File: config.mk
export PLATFORM = sky130hd
export DESIGN_NAME = sum_compare_stage
export DESIGN_NICKNAME = d
export VERILOG_FILES = /design/src/rtl/adder_check_pkg.sv /design/src/rtl/sum_compare_stage.sv
export SDC_FILE = /design/constraint.sdc
export NUM_CORES = 1
export LEC_CHECK = 0
export CAP_MARGIN = 0
export CORE_ASPECT_RATIO = 1.75
export CORE_MARGIN = 2
export CORE_UTILIZATION = 44
export CTS_CLUSTER_SIZE = 40
export DETAILED_ROUTE_END_ITERATION = 8
export PLACE_DENSITY_LB_ADDON = 0.05
export SLEW_MARGIN = 15
export SYNTH_ARGS = -nofsm -noshare
export SYNTH_HDL_FRONTEND = slang
export SYNTH_SLANG_ARGS = --single-unit
export TNS_END_PERCENT = 5
File: constraint.sdc
create_clock -name clk -period 1.6 [get_ports clk]
set_input_delay 0.4 -clock clk [delete_from_list [all_inputs] [get_ports clk]]
set_output_delay 0.4 -clock clk [all_outputs]
set_load 0.02 [all_outputs]
File: src/rtl/adder_check_pkg.sv
// rtl/adder_check_pkg.sv - shared types and default sizes for the adder result checker
package adder_check_pkg;
    localparam int DEF_WIDTH  = 4;
    localparam int DEF_LENGTH = 6;
    localparam int DEF_CNT_W  = 8;
    localparam int SUM_W      = DEF_WIDTH + 1;

    typedef enum logic [1:0] {
        IDLE,
        RUN,
        DONE
    } state_e;
endpackage

File: src/rtl/sum_compare_stage.sv
// rtl/sum_compare_stage.sv - two-stage register/compare pipeline for one adder result
module sum_compare_stage #(
    parameter int WIDTH = adder_check_pkg::DEF_WIDTH,
    parameter int SUM_W = adder_check_pkg::SUM_W,
    parameter int IDX_W = adder_check_pkg::DEF_CNT_W
) (
    input  logic             clk,
    input  logic             rst,
    input  logic             valid,
    input  logic [WIDTH-1:0] a,
    input  logic [WIDTH-1:0] b,
    input  logic [SUM_W-1:0] sum,
    input  logic [IDX_W-1:0] idx,
    output logic             pipe_busy,
    output logic             match_valid,
    output logic             mismatch,
    output logic [WIDTH-1:0] reg_a,
    output logic [WIDTH-1:0] reg_b,
    output logic [SUM_W-1:0] reg_sum,
    output logic [IDX_W-1:0] reg_idx
);
    logic             s1_valid_q, s1_valid_d;
    logic [WIDTH-1:0] s1_a_q, s1_a_d, s1_b_q, s1_b_d;
    logic [SUM_W-1:0] s1_sum_q, s1_sum_d, s1_exp_q, s1_exp_d;
    logic [IDX_W-1:0] s1_idx_q, s1_idx_d;
    logic             s2_valid_q, s2_valid_d, s2_mismatch_q, s2_mismatch_d;
    logic [WIDTH-1:0] s2_a_q, s2_a_d, s2_b_q, s2_b_d;
    logic [SUM_W-1:0] s2_sum_q, s2_sum_d;
    logic [IDX_W-1:0] s2_idx_q, s2_idx_d;

    always_comb begin
        s1_valid_d = valid;
        s1_a_d     = s1_a_q;
        s1_b_d     = s1_b_q;
        s1_sum_d   = s1_sum_q;
        s1_idx_d   = s1_idx_q;
        s1_exp_d   = s1_exp_q;
        if (valid) begin
            s1_a_d   = a;
            s1_b_d   = b;
            s1_sum_d = sum;
            s1_idx_d = idx;
            // operands are widened first so the carry out is kept
            s1_exp_d = SUM_W'(a) + SUM_W'(b);
        end

        s2_valid_d    = s1_valid_q;
        s2_mismatch_d = s1_valid_q && (s1_sum_q != s1_exp_q);
        s2_a_d        = s2_a_q;
        s2_b_d        = s2_b_q;
        s2_sum_d      = s2_sum_q;
        s2_idx_d      = s2_idx_q;
        if (s1_valid_q) begin
            s2_a_d   = s1_a_q;
            s2_b_d   = s1_b_q;
            s2_sum_d = s1_sum_q;
            s2_idx_d = s1_idx_q;
        end
    end

    always_ff @(posedge clk or posedge rst) begin
        if (rst) begin
            s1_valid_q    <= 1'b0;
            s1_a_q        <= '0;
            s1_b_q        <= '0;
            s1_sum_q      <= '0;
            s1_idx_q      <= '0;
            s1_exp_q      <= '0;
            s2_valid_q    <= 1'b0;
            s2_mismatch_q <= 1'b0;
            s2_a_q        <= '0;
            s2_b_q        <= '0;
            s2_sum_q      <= '0;
            s2_idx_q      <= '0;
        end else begin
            s1_valid_q    <= s1_valid_d;
            s1_a_q        <= s1_a_d;
            s1_b_q        <= s1_b_d;
            s1_sum_q      <= s1_sum_d;
            s1_idx_q      <= s1_idx_d;
            s1_exp_q      <= s1_exp_d;
            s2_valid_q    <= s2_valid_d;
            s2_mismatch_q <= s2_mismatch_d;
            s2_a_q        <= s2_a_d;
            s2_b_q        <= s2_b_d;
            s2_sum_q      <= s2_sum_d;
            s2_idx_q      <= s2_idx_d;
        end
    end

    assign pipe_busy   = s1_valid_q | s2_valid_q;
    assign match_valid = s2_valid_q;
    assign mismatch    = s2_mismatch_q;
    assign reg_a       = s2_a_q;
    assign reg_b       = s2_b_q;
    assign reg_sum     = s2_sum_q;
    assign reg_idx     = s2_idx_q;
endmodule

==> results.md, run 1 <==
* Port buffer count at 47
* Tcrit/Tclk final at 97.0%
* Clock latency on the worst-skew pair at 300 ps
* CTS Sinks at 50
* Crit path largest cell delay at 470 ps
* Count of final hold-check violations at 0
* Gr usage total at 15.1%
* Die W at 55.2 um
* Drt drc at 0
* Slew HR at 79.0%
* Vias at 1217
* Final Instance Count excl. Fillers at 240
* I/O pin total at 48
* Initial Utilization at 45.8%
* Nets at 217
* First-pass GRT wire length at 5550 um
* Post-Syn Nets at 161
* Area Overhead vs Synth at 32.6%
* Sequential area share after synthesis at 62.0%
* WS Path Type: input port to register
* Die Area at 0.00517 mm2
* Status: finished clean
* Routed WL at 3400 um
* Cts bufs inserted at 5
* Gate Count Post-Synth at 132
* Nature of the critical path endpoint: register
* Antenna-violating nets left at 0
* Post-CTS Setup Repair Bufs at 0
* Final setup fails at 0
* Multi-input gate area at 728 um2
* Row count at 32
* Yosys Warn Count at 0
* Largest net degree at the start of global routing at 39
* Minimum clock period at 1550 ps
* Detailed Routing Iterations Pass 1 at 2
* Crit-path max FO at 2
* DP Cell Count at 232
* Avg Synthesized Cell Area at 15.3 um2
* H-Tree Depth at 2
* Max clock buf depth at 2
* Post-CTS Hold Buffers at 0
* Ant diodes at 0
* CTS tree: yes
* DP Area at 0.00260 mm2
* Unrepaired setup endpoints after global routing: false
* Core area at 0.00440 mm2
* Leak Pwr at 1.20 nW
* Yosys reg bits at 50
* Vias in the first global route at 1270
* Root Buffer: clkbuf_8
* Max-cap viol count at 0
* Finished Cell Area at 0.00268 mm2
* Die Span Y at 93.6 um
* Initial antenna violation count at 0
* Hpwl dp at 2460 um
* Pwr dens at 1050 mW/mm2
* Max-slew violations at 0
* Crit-path cells: clkdlybuf4s50_1 -> inv_1 -> fa_2 -> xnor2_2 -> mux2_2
* Total power at 2.81 mW
* Worst Path Required at 1790 ps
* Least-Margin Pin Slew at 314 ps
* Critical Path Start Type: input port
* Gpl congestion at 0.767
* Vias/cell at 5.07
* Fmax achieved at 0.644 GHz
* Synth unique cells at 20
* Routed WL per cell at 14.1 um
* WP data arrival at 1740 ps
* Slowest stage cell, crit path: clkdlybuf4s50_1
* FILL cells at 379
* Clock transition at path regs at 80 ps
* Initial drt markers at 20
* Skew final at 7.45 ps
* Peak VDD IR at 0.716 mV
* HP Class: input port to register
* Post-Synthesis Cell Area at 0.00202 mm2
* Share of post-route cells with drive strength above 1 at 33.9%
* Reg area at 0.00125 mm2
* Overflow after GRT at 0
==> synth_stat cells <==
cell      n  area share (%)
a21oi_1   2            0.50
fa_1      1            0.99
buf_2     2            0.50
buf_4     3             1.1
nor2b_1   3            0.93
ha_1      4             2.5
o31a_1    1            0.43
dfrtp_1  50              62
nand3_1   3            0.74
o21ai_0   1            0.25
nand2_1   1            0.19
inv_1     5            0.93
mux2_2   44              25
xor2_1    2            0.87
a211o_1   1            0.43
or2_2     1            0.31
xnor2_1   4             1.7
nor2_1    2            0.37
a31oi_1   1            0.31
a21o_1    1            0.37
==> timing repair <==
action,CTS,global route
endpoints found under the hold margin,0,0
resized for setup,28,4
setup endpoints to repair,26,2
pin swaps,0,2
cloned,0,0
==> logic make-up after synthesis <==
kind of cell,share of synthesized area (%)
compound gates,2.29
flops,62.0
buf+inv,2.54
mux,24.6
xor+xnor,2.60
simple gates,2.54
fa+ha+maj,3.47
==> worst paths after layout <==
check | startpoint | endpoint | slack, ps | depth (start not counted)
max | a[1] | s1_exp_q[2]$_DFFE_PP0P_ | 50 | 5
max reg2reg | s1_valid_q$_DFF_PP0_ | reg_idx[3]$_DFFE_PP0P_ | 450 | 2
min reg2reg | reg_idx[4]$_DFFE_PP0P_ | reg_idx[4]$_DFFE_PP0P_ | 510 | 1
min in group asynchronous | rst | s1_b_q[3]$_DFFE_PP0P_ | 500 | 3
max in group asynchronous | rst | reg_idx[3]$_DFFE_PP0P_ | 900 | 3
min | a[0] | s1_a_q[0]$_DFFE_PP0P_ | 390 | 2
==> per-stage QoR <==
| stage | hold WS [ps] | utilization [%] | setup TNS (ps) | worst slack [ps] |
|---|---|---|---|---|
| 2_1_floorplan | 431 | - | 0 | 130 |
| 3_3_place_gp | 484 | 59.1 | -1210 | -429 |
| 3_5_place_dp | 495 | 59.1 | -1600 | -450 |
| 4_1_cts | 488 | 60.4 | -61.4 | -61.4 |
| 5_1_grt | 386 | 60.8 | 0 | 16.7 |
| 6_report | 391 | 60.8 | 0 | 47.4 |
==> layer usage <==
layer | up-vias | routed length, um | global-route usage (%)
li1 | 566 | - | -
met1 | 612 | 1310 | 17.4
met2 | 32 | 1830 | 24.9
met3 | 7 | 183 | 3.99
met4 | 0 | 72 | 7.32
met5 | - | 0 | 0
==> cell usage in the layout (no fill, tap or decap), types with 2 or more instances in the layout <==
master	n
a21oi_1	2
buf_12	2
buf_4	5
clkbuf_8	6
clkdlybuf4s50_1	21
dfrtp_1	50
dlygate4sd2_1	23
dlymetal6s2s_1	2
ha_1	3
inv_1	4
mux2_2	44
nand3_1	3
nor2_1	2
nor2b_1	3
xnor2_1	3
xor2_1	2
==> critical path: cells and delay by family <==
family | cells | cell delay (ps)
multiplexers | 1 | 260
XOR/XNOR | 1 | 130
buffers and inverters | 2 | 530
adder cells (fa/ha/maj) | 1 | 410
==> state kept, by name (all words and copies together) (netlist names) <==
signal,flops
match_valid,1
reg_sum,5
s1_sum_q,5
s1_exp_q,5
mismatch,1
reg_b,4
reg_a,4
s1_b_q,4
s1_a_q,4
reg_idx,8
s1_idx_q,8
s1_valid_q,1
==> power breakdown <==
group	total, mW	switching, mW	internal [mW]
combinational	0.587	0.274	0.313
sequential	1.50	0.0813	1.42
clock	0.720	0.371	0.349
total	2.81	0.727	2.08
==> layout make-up <==
cell class | instances | share of cell area [%]
clock buffer | 7 | 3.23
clock inverter | 1 | 0.187
inverter | 5 | 0.842
multi-input combinational | 72 | 27.2
sequential | 50 | 46.8
tap | 51 | 2.38
timing repair buffer | 54 | 19.4
(Power assumes the default switching activity.)
==> inputs of run 2 (changes only) <==
Settings changed: TNS_END_PERCENT 5 to 30.
==> run 2 against run 1 <==
Against the previous run: clock skew about the same; register-to-register slack about the same; hold slack improved by 99 ps; clock-buffer cell count unchanged; sequential power about the same; die area unchanged; cell area decreased by 0.56%; clock power about the same; largest cell class unchanged; non-clock buffer count unchanged; critical path type unchanged; worst setup slack improved by 10 ps; via count increased by 0.16%.
==> results.md, run 2 (synthesis gave the netlist of run 1 again) <==
* Port buffer count at 47 (unchanged)
* Overflow after GRT at 0 (unchanged)
* Critical Path Start Type: input port (unchanged)
* Routed WL per cell at 14.2 um (was 14.1 um)
* Post-CTS Setup Repair Bufs at 0 (unchanged)
* Nature of the critical path endpoint: register (unchanged)
* Max-cap viol count at 0 (unchanged)
* Worst Path Buf+Inv at 2 (unchanged)
* DP Cell Count at 232 (unchanged)
* Largest net degree at the start of global routing at 39 (unchanged)
* Root Buffer: clkbuf_8 (unchanged)
* Fin Hold WS at 491 ps (was 391 ps)
* Minimum clock period at 1540 ps (was 1550 ps)
* Core area at 0.00440 mm2 (unchanged)
* Final Instance Count excl. Fillers at 240 (unchanged)
* Most common cell after layout, fill and taps aside: dfrtp_1 (unchanged)
* Initial drt markers at 22 (was 20)
* Leak Pwr at 1.18 nW (was 1.20 nW)
* I/O pin total at 48 (unchanged)
* Cts bufs inserted at 5 (unchanged)
* FILL cells at 383 (was 379)
* Initial antenna violation count at 0 (unchanged)
* Ant diodes at 0 (unchanged)
* Unrepaired setup endpoints after global routing: false (unchanged)
* Crit-path cells: clkdlybuf4s50_1 -> buf_4 -> ha_1 -> a21o_1 -> a211o_1 -> nand3_1 (was clkdlybuf4s50_1 -> inv_1 -> fa_2 -> xnor2_2 -> mux2_2)
* Multi-input gate area at 721 um2 (was 728 um2)
* Reg area at 0.00125 mm2 (unchanged)
* Vias in the first global route at 1265 (was 1270)
* Area Overhead vs Synth at 31.9% (was 32.6%)
* PnR worst setup slack at 57.4 ps (was 47.4 ps)
* Max clock buf depth at 2 (unchanged)
* WS Path Type: input port to register (unchanged)
* Finished Cell Area at 0.00266 mm2 (was 0.00268 mm2)
* H-Tree Depth at 2 (unchanged)
* Detailed Routing Iterations Pass 1 at 2 (unchanged)
* Crit path largest cell delay at 420 ps (was 470 ps)
* DP Area at 0.00260 mm2 (unchanged)
* HP Class: input port to register (unchanged)
* Clock transition at path regs at 80 ps (about the same)
* Routed WL at 3400 um (about the same)
* Max-slew violations at 0 (unchanged)
* Fmax achieved at 0.648 GHz (was 0.644 GHz)
* Gr usage total at 15.1% (about the same)
* CP top delay family: buffers and inverters (unchanged)
* Tcrit/Tclk final at 96.4% (was 97.0%)
* Least-Margin Pin Slew at 316 ps (was 314 ps)
* Die W at 55.2 um (unchanged)
* Status: finished clean (unchanged)
* Slew HR at 78.9% (was 79.0%)
* Slowest stage cell, crit path: clkdlybuf4s50_1 (unchanged)
* Initial Utilization at 45.8% (unchanged)
* Worst Path Required at 1830 ps (was 1790 ps)
* WP data arrival at 1780 ps (was 1740 ps)
* Share of post-route cells with drive strength above 1 at 33.3% (was 33.9%)
* Antenna-violating nets left at 0 (unchanged)
* Row count at 32 (unchanged)
* Drt drc at 0 (unchanged)
* Clock latency on the worst-skew pair at 300 ps (about the same)
* Peak VDD IR at 0.716 mV (about the same)
* CTS Sinks at 50 (unchanged)
* Die Span Y at 93.6 um (unchanged)
* Die Area at 0.00517 mm2 (unchanged)
* Pwr dens at 1050 mW/mm2 (about the same)
* Final setup fails at 0 (unchanged)
* Vias/cell at 5.08 (was 5.07)
* First-pass GRT wire length at 5530 um (was 5550 um)
* Count of final hold-check violations at 0 (unchanged)
* Hpwl dp at 2460 um (unchanged)
* Setup WS pre-CTS at -450 ps (unchanged)
* Vias at 1219 (was 1217)
* Nets at 217 (unchanged)
* Crit-path max FO at 2 (unchanged)
* Most frequent cells in the layout: dfrtp_1, mux2_2, dlygate4sd2_1 (unchanged)
* CTS tree: yes (unchanged)
* Skew final at 7.42 ps (was 7.45 ps)
* Gpl congestion at 0.767 (unchanged)
run 2: cell count changes in the layout (fill, tap and decap cells not counted):
cell / change
xnor2_1: +1
dlymetal6s2s_1: -2
dlygate4sd2_1: +2
xnor2_2: -1
buf_2: -1
clkbuf_2: +1
run 2: layer usage:
layer	wire length [um]	part of all wire (%)	track usage (%)
met5	0	0	0
met4	72	2.1	7.32
met3	189	5.6	3.99
met2	1830	54	24.8
met1	1310	39	17.4
run 2: path summary, 6_finish.rpt:
kind	start	endpoint	slack [ps]	depth (start not counted)
max reg2reg	s1_valid_q$_DFF_PP0_	reg_idx[3]$_DFFE_PP0P_	450	2
max	a[1]	s1_exp_q[3]$_DFFE_PP0P_	60	6
min	a[0]	s1_a_q[0]$_DFFE_PP0P_	490	2
min in group asynchronous	rst	s1_b_q[3]$_DFFE_PP0P_	500	3
max in group asynchronous	rst	reg_idx[3]$_DFFE_PP0P_	900	3
min reg2reg	reg_idx[4]$_DFFE_PP0P_	reg_idx[4]$_DFFE_PP0P_	510	1
run 2: cell type report:
cell class / count / share of cell area (%)
timing repair buffer: 54 / 19.2
inverter: 5 / 0.846
tap: 51 / 2.40
multi-input combinational: 72 / 27.1
sequential: 50 / 47.0
clock buffer: 7 / 3.24
clock inverter: 1 / 0.188
run 2: where the power goes:
group          internal, mW  switching, mW
Sequential             1.42         0.0814
Combinational         0.309          0.273
Clock                 0.349          0.371
run 2: stage by stage:
step	total power [mW]	setup TNS [ps]	utilization, %
after global routing	2.96	0	60.4
after detailed placement	2.19	-1600	59.1
after global placement	2.17	-1210	59.1
after floorplan	1.88	0	-
final	2.80	0	60.4
after CTS	2.86	-52.0	60.5
run 2: repair_timing:
| action | 4_1_cts | 5_1_grt |
|---|---|---|
| pin swaps | 2 | 0 |
| hold buffers | 0 | 0 |
| gates resized for setup | 29 | 1 |
| endpoints found under the setup margin | 26 | 1 |
| gates cloned | 0 | 0 |
==> inputs of run 3 (changes only) <==
Settings changed: CORE_MARGIN 2 to default, RECOVER_POWER from default to 25.
==> run 3 against run 2 <==
Against the previous run: die area is 5.7% lower; sequential power hardly changed; register-to-register slack worse by 50 ps; utilization is 0.45 points lower; final cell count is 0.42% lower; flip-flop and latch count stayed put; non-clock buffer count is 1 lower; critical path type unchanged; largest power group unchanged.
==> results.md, run 3 (synthesis gave the netlist of run 1 again) <==
* Status: finished clean (unchanged)
* Tcrit/Tclk final at 97.2% (was 96.4%)
* H-Tree Depth at 2 (unchanged)
* Crit-path max FO at 2 (unchanged)
* Fmax achieved at 0.643 GHz (was 0.648 GHz)
* Detailed Routing Iterations Pass 1 at 4 (was 2)
* Routed WL at 3620 um (was 3400 um)
* Ant diodes at 0 (unchanged)
* Critical Path Start Type: input port (unchanged)
* Gpl congestion at 0.749 (was 0.767)
* Initial antenna violation count at 0 (unchanged)
* Final setup fails at 0 (unchanged)
* WS Path Type: input port to register (unchanged)
* Initial drt markers at 25 (was 22)
* Port buffer count at 47 (unchanged)
* FILL cells at 392 (was 383)
* Vias in the first global route at 1342 (was 1265)
* Die W at 53.2 um (was 55.2 um)
* Initial Utilization at 45.8% (unchanged)
* CTS Sinks at 50 (unchanged)
* Slowest stage cell, crit path: clkdlybuf4s50_1 (unchanged)
* Unrepaired setup endpoints after global routing: false (unchanged)
* Root Buffer: clkbuf_8 (unchanged)
* Max-cap viol count at 0 (unchanged)
* Core area at 0.00440 mm2 (unchanged)
* Setup TNS Final at 0 ps (unchanged)
* Most frequent cells in the layout: dfrtp_1, mux2_2, dlygate4sd2_1 (unchanged)
* Clock latency on the worst-skew pair at 290 ps (was 300 ps)
* Crit-path cells: clkdlybuf4s50_1 -> buf_4 -> ha_1 -> a21o_1 -> a211o_1 -> nand3_1 (unchanged)
* Peak VDD IR at 0.713 mV (was 0.716 mV)
* Skew final at 1.83 ps (was 7.42 ps)
* Least-Margin Pin Slew at 675 ps (was 316 ps)
* CP top delay family: buffers and inverters (unchanged)
* Clock transition at path regs at 80 ps (about the same)
* Finished Cell Area at 0.00264 mm2 (was 0.00266 mm2)
* Minimum clock period at 1560 ps (was 1540 ps)
* WP data arrival at 1790 ps (was 1780 ps)
* Slew HR at 55.0% (was 78.9%)
* Hpwl dp at 2480 um (was 2460 um)
* Die Area at 0.00487 mm2 (was 0.00517 mm2)
* Cts bufs inserted at 5 (unchanged)
* Reg area at 0.00125 mm2 (unchanged)
* Crit path largest cell delay at 420 ps (about the same)
* Routed WL per cell at 15.2 um (was 14.2 um)
* Largest net degree at the start of global routing at 51 (was 39)
* Share of post-route cells with drive strength above 1 at 33.0% (was 33.3%)
* Drt drc at 0 (unchanged)
* Worst Path Buf+Inv at 2 (unchanged)
* Area Overhead vs Synth at 30.9% (was 31.9%)
* Leak Pwr at 1.17 nW (was 1.18 nW)
* CTS tree: yes (unchanged)
* Vias/cell at 5.06 (was 5.08)
* Gr usage total at 17.6% (was 15.1%)
* Post-CTS Setup Repair Bufs at 0 (unchanged)
* Antenna-violating nets left at 0 (unchanged)
* I/O pin total at 48 (unchanged)
* Vias at 1210 (was 1219)
* DP Area at 0.00259 mm2 (was 0.00260 mm2)
* Nets at 216 (was 217)
* Max-slew violations at 0 (unchanged)
* Multi-input gate area at 721 um2 (unchanged)
* First-pass GRT wire length at 6130 um (was 5530 um)
* Pwr dens at 1060 mW/mm2 (was 1050 mW/mm2)
* Die Span Y at 91.6 um (was 93.6 um)
* Worst Path Required at 1830 ps (about the same)
* Nature of the critical path endpoint: register (unchanged)
* Most common cell after layout, fill and taps aside: dfrtp_1 (unchanged)
* Count of final hold-check violations at 0 (unchanged)
* Utilization after layout at 60.0% (was 60.4%)
* Row count at 32 (unchanged)
* Max clock buf depth at 2 (unchanged)
* Overflow after GRT at 0 (unchanged)
* HP Class: input port to register (unchanged)
-- run 3: worst paths after layout --
check | start | endpoint | slack, ps | depth (start not counted)
min in group asynchronous | rst | s1_exp_q[4]$_DFFE_PP0P_ | 820 | 3
min | a[0] | s1_a_q[0]$_DFFE_PP0P_ | 500 | 2
min reg2reg | reg_idx[2]$_DFFE_PP0P_ | reg_idx[2]$_DFFE_PP0P_ | 500 | 1
max | a[1] | s1_exp_q[3]$_DFFE_PP0P_ | 40 | 6
max reg2reg | s1_sum_q[0]$_DFFE_PP0P_ | mismatch$_DFF_PP0_ | 400 | 3
max in group asynchronous | rst | reg_idx[0]$_DFFE_PP0P_ | 350 | 3
-- run 3: where the power goes --
group / switching, mW / internal [mW]
logic: 0.279 / 0.303
clock network: 0.375 / 0.349
registers: 0.0832 / 1.42
total: 0.737 / 2.07
-- run 3: through the flow --
stage	hold slack, ps	std cells	worst slack (ps)	power [mW]
3_3_place_gp	484	231	-432	2.16
4_1_cts	486	239	-55.3	2.87
5_1_grt	503	239	14.7	2.96
3_5_place_dp	491	231	-441	2.19
2_1_floorplan	431	132	130	1.88
6_report	496	239	44.5	2.81
-- run 3: layout make-up --
type / instances / share of cell area, %
Clock buffer: 7 / 3.27
Clock inverter: 1 / 0.189
Inverter: 5 / 0.853
Multi-Input combinational cell: 72 / 27.3
Sequential cell: 50 / 47.4
Tap cell: 51 / 2.42
Timing Repair Buffer: 53 / 18.6
-- run 3: timing repair --
| action | 4_1_cts | 5_1_grt |
|---|---|---|
| pin swaps | 2 | 0 |
| endpoints found under the setup margin | 26 | 1 |
| hold buffers | 0 | 0 |
| resized for setup | 29 | 1 |
| cloned | 0 | 0 |
-- run 3: metal layers --
metal | GRT usage (%) | routed length [um] | vias up
li1 | - | - | 565
met4 | 8.33 | 75 | 0
met5 | 0 | 0 | -
met3 | 4.02 | 148 | 6
met1 | 19.0 | 1390 | 606
met2 | 30.9 | 2000 | 33
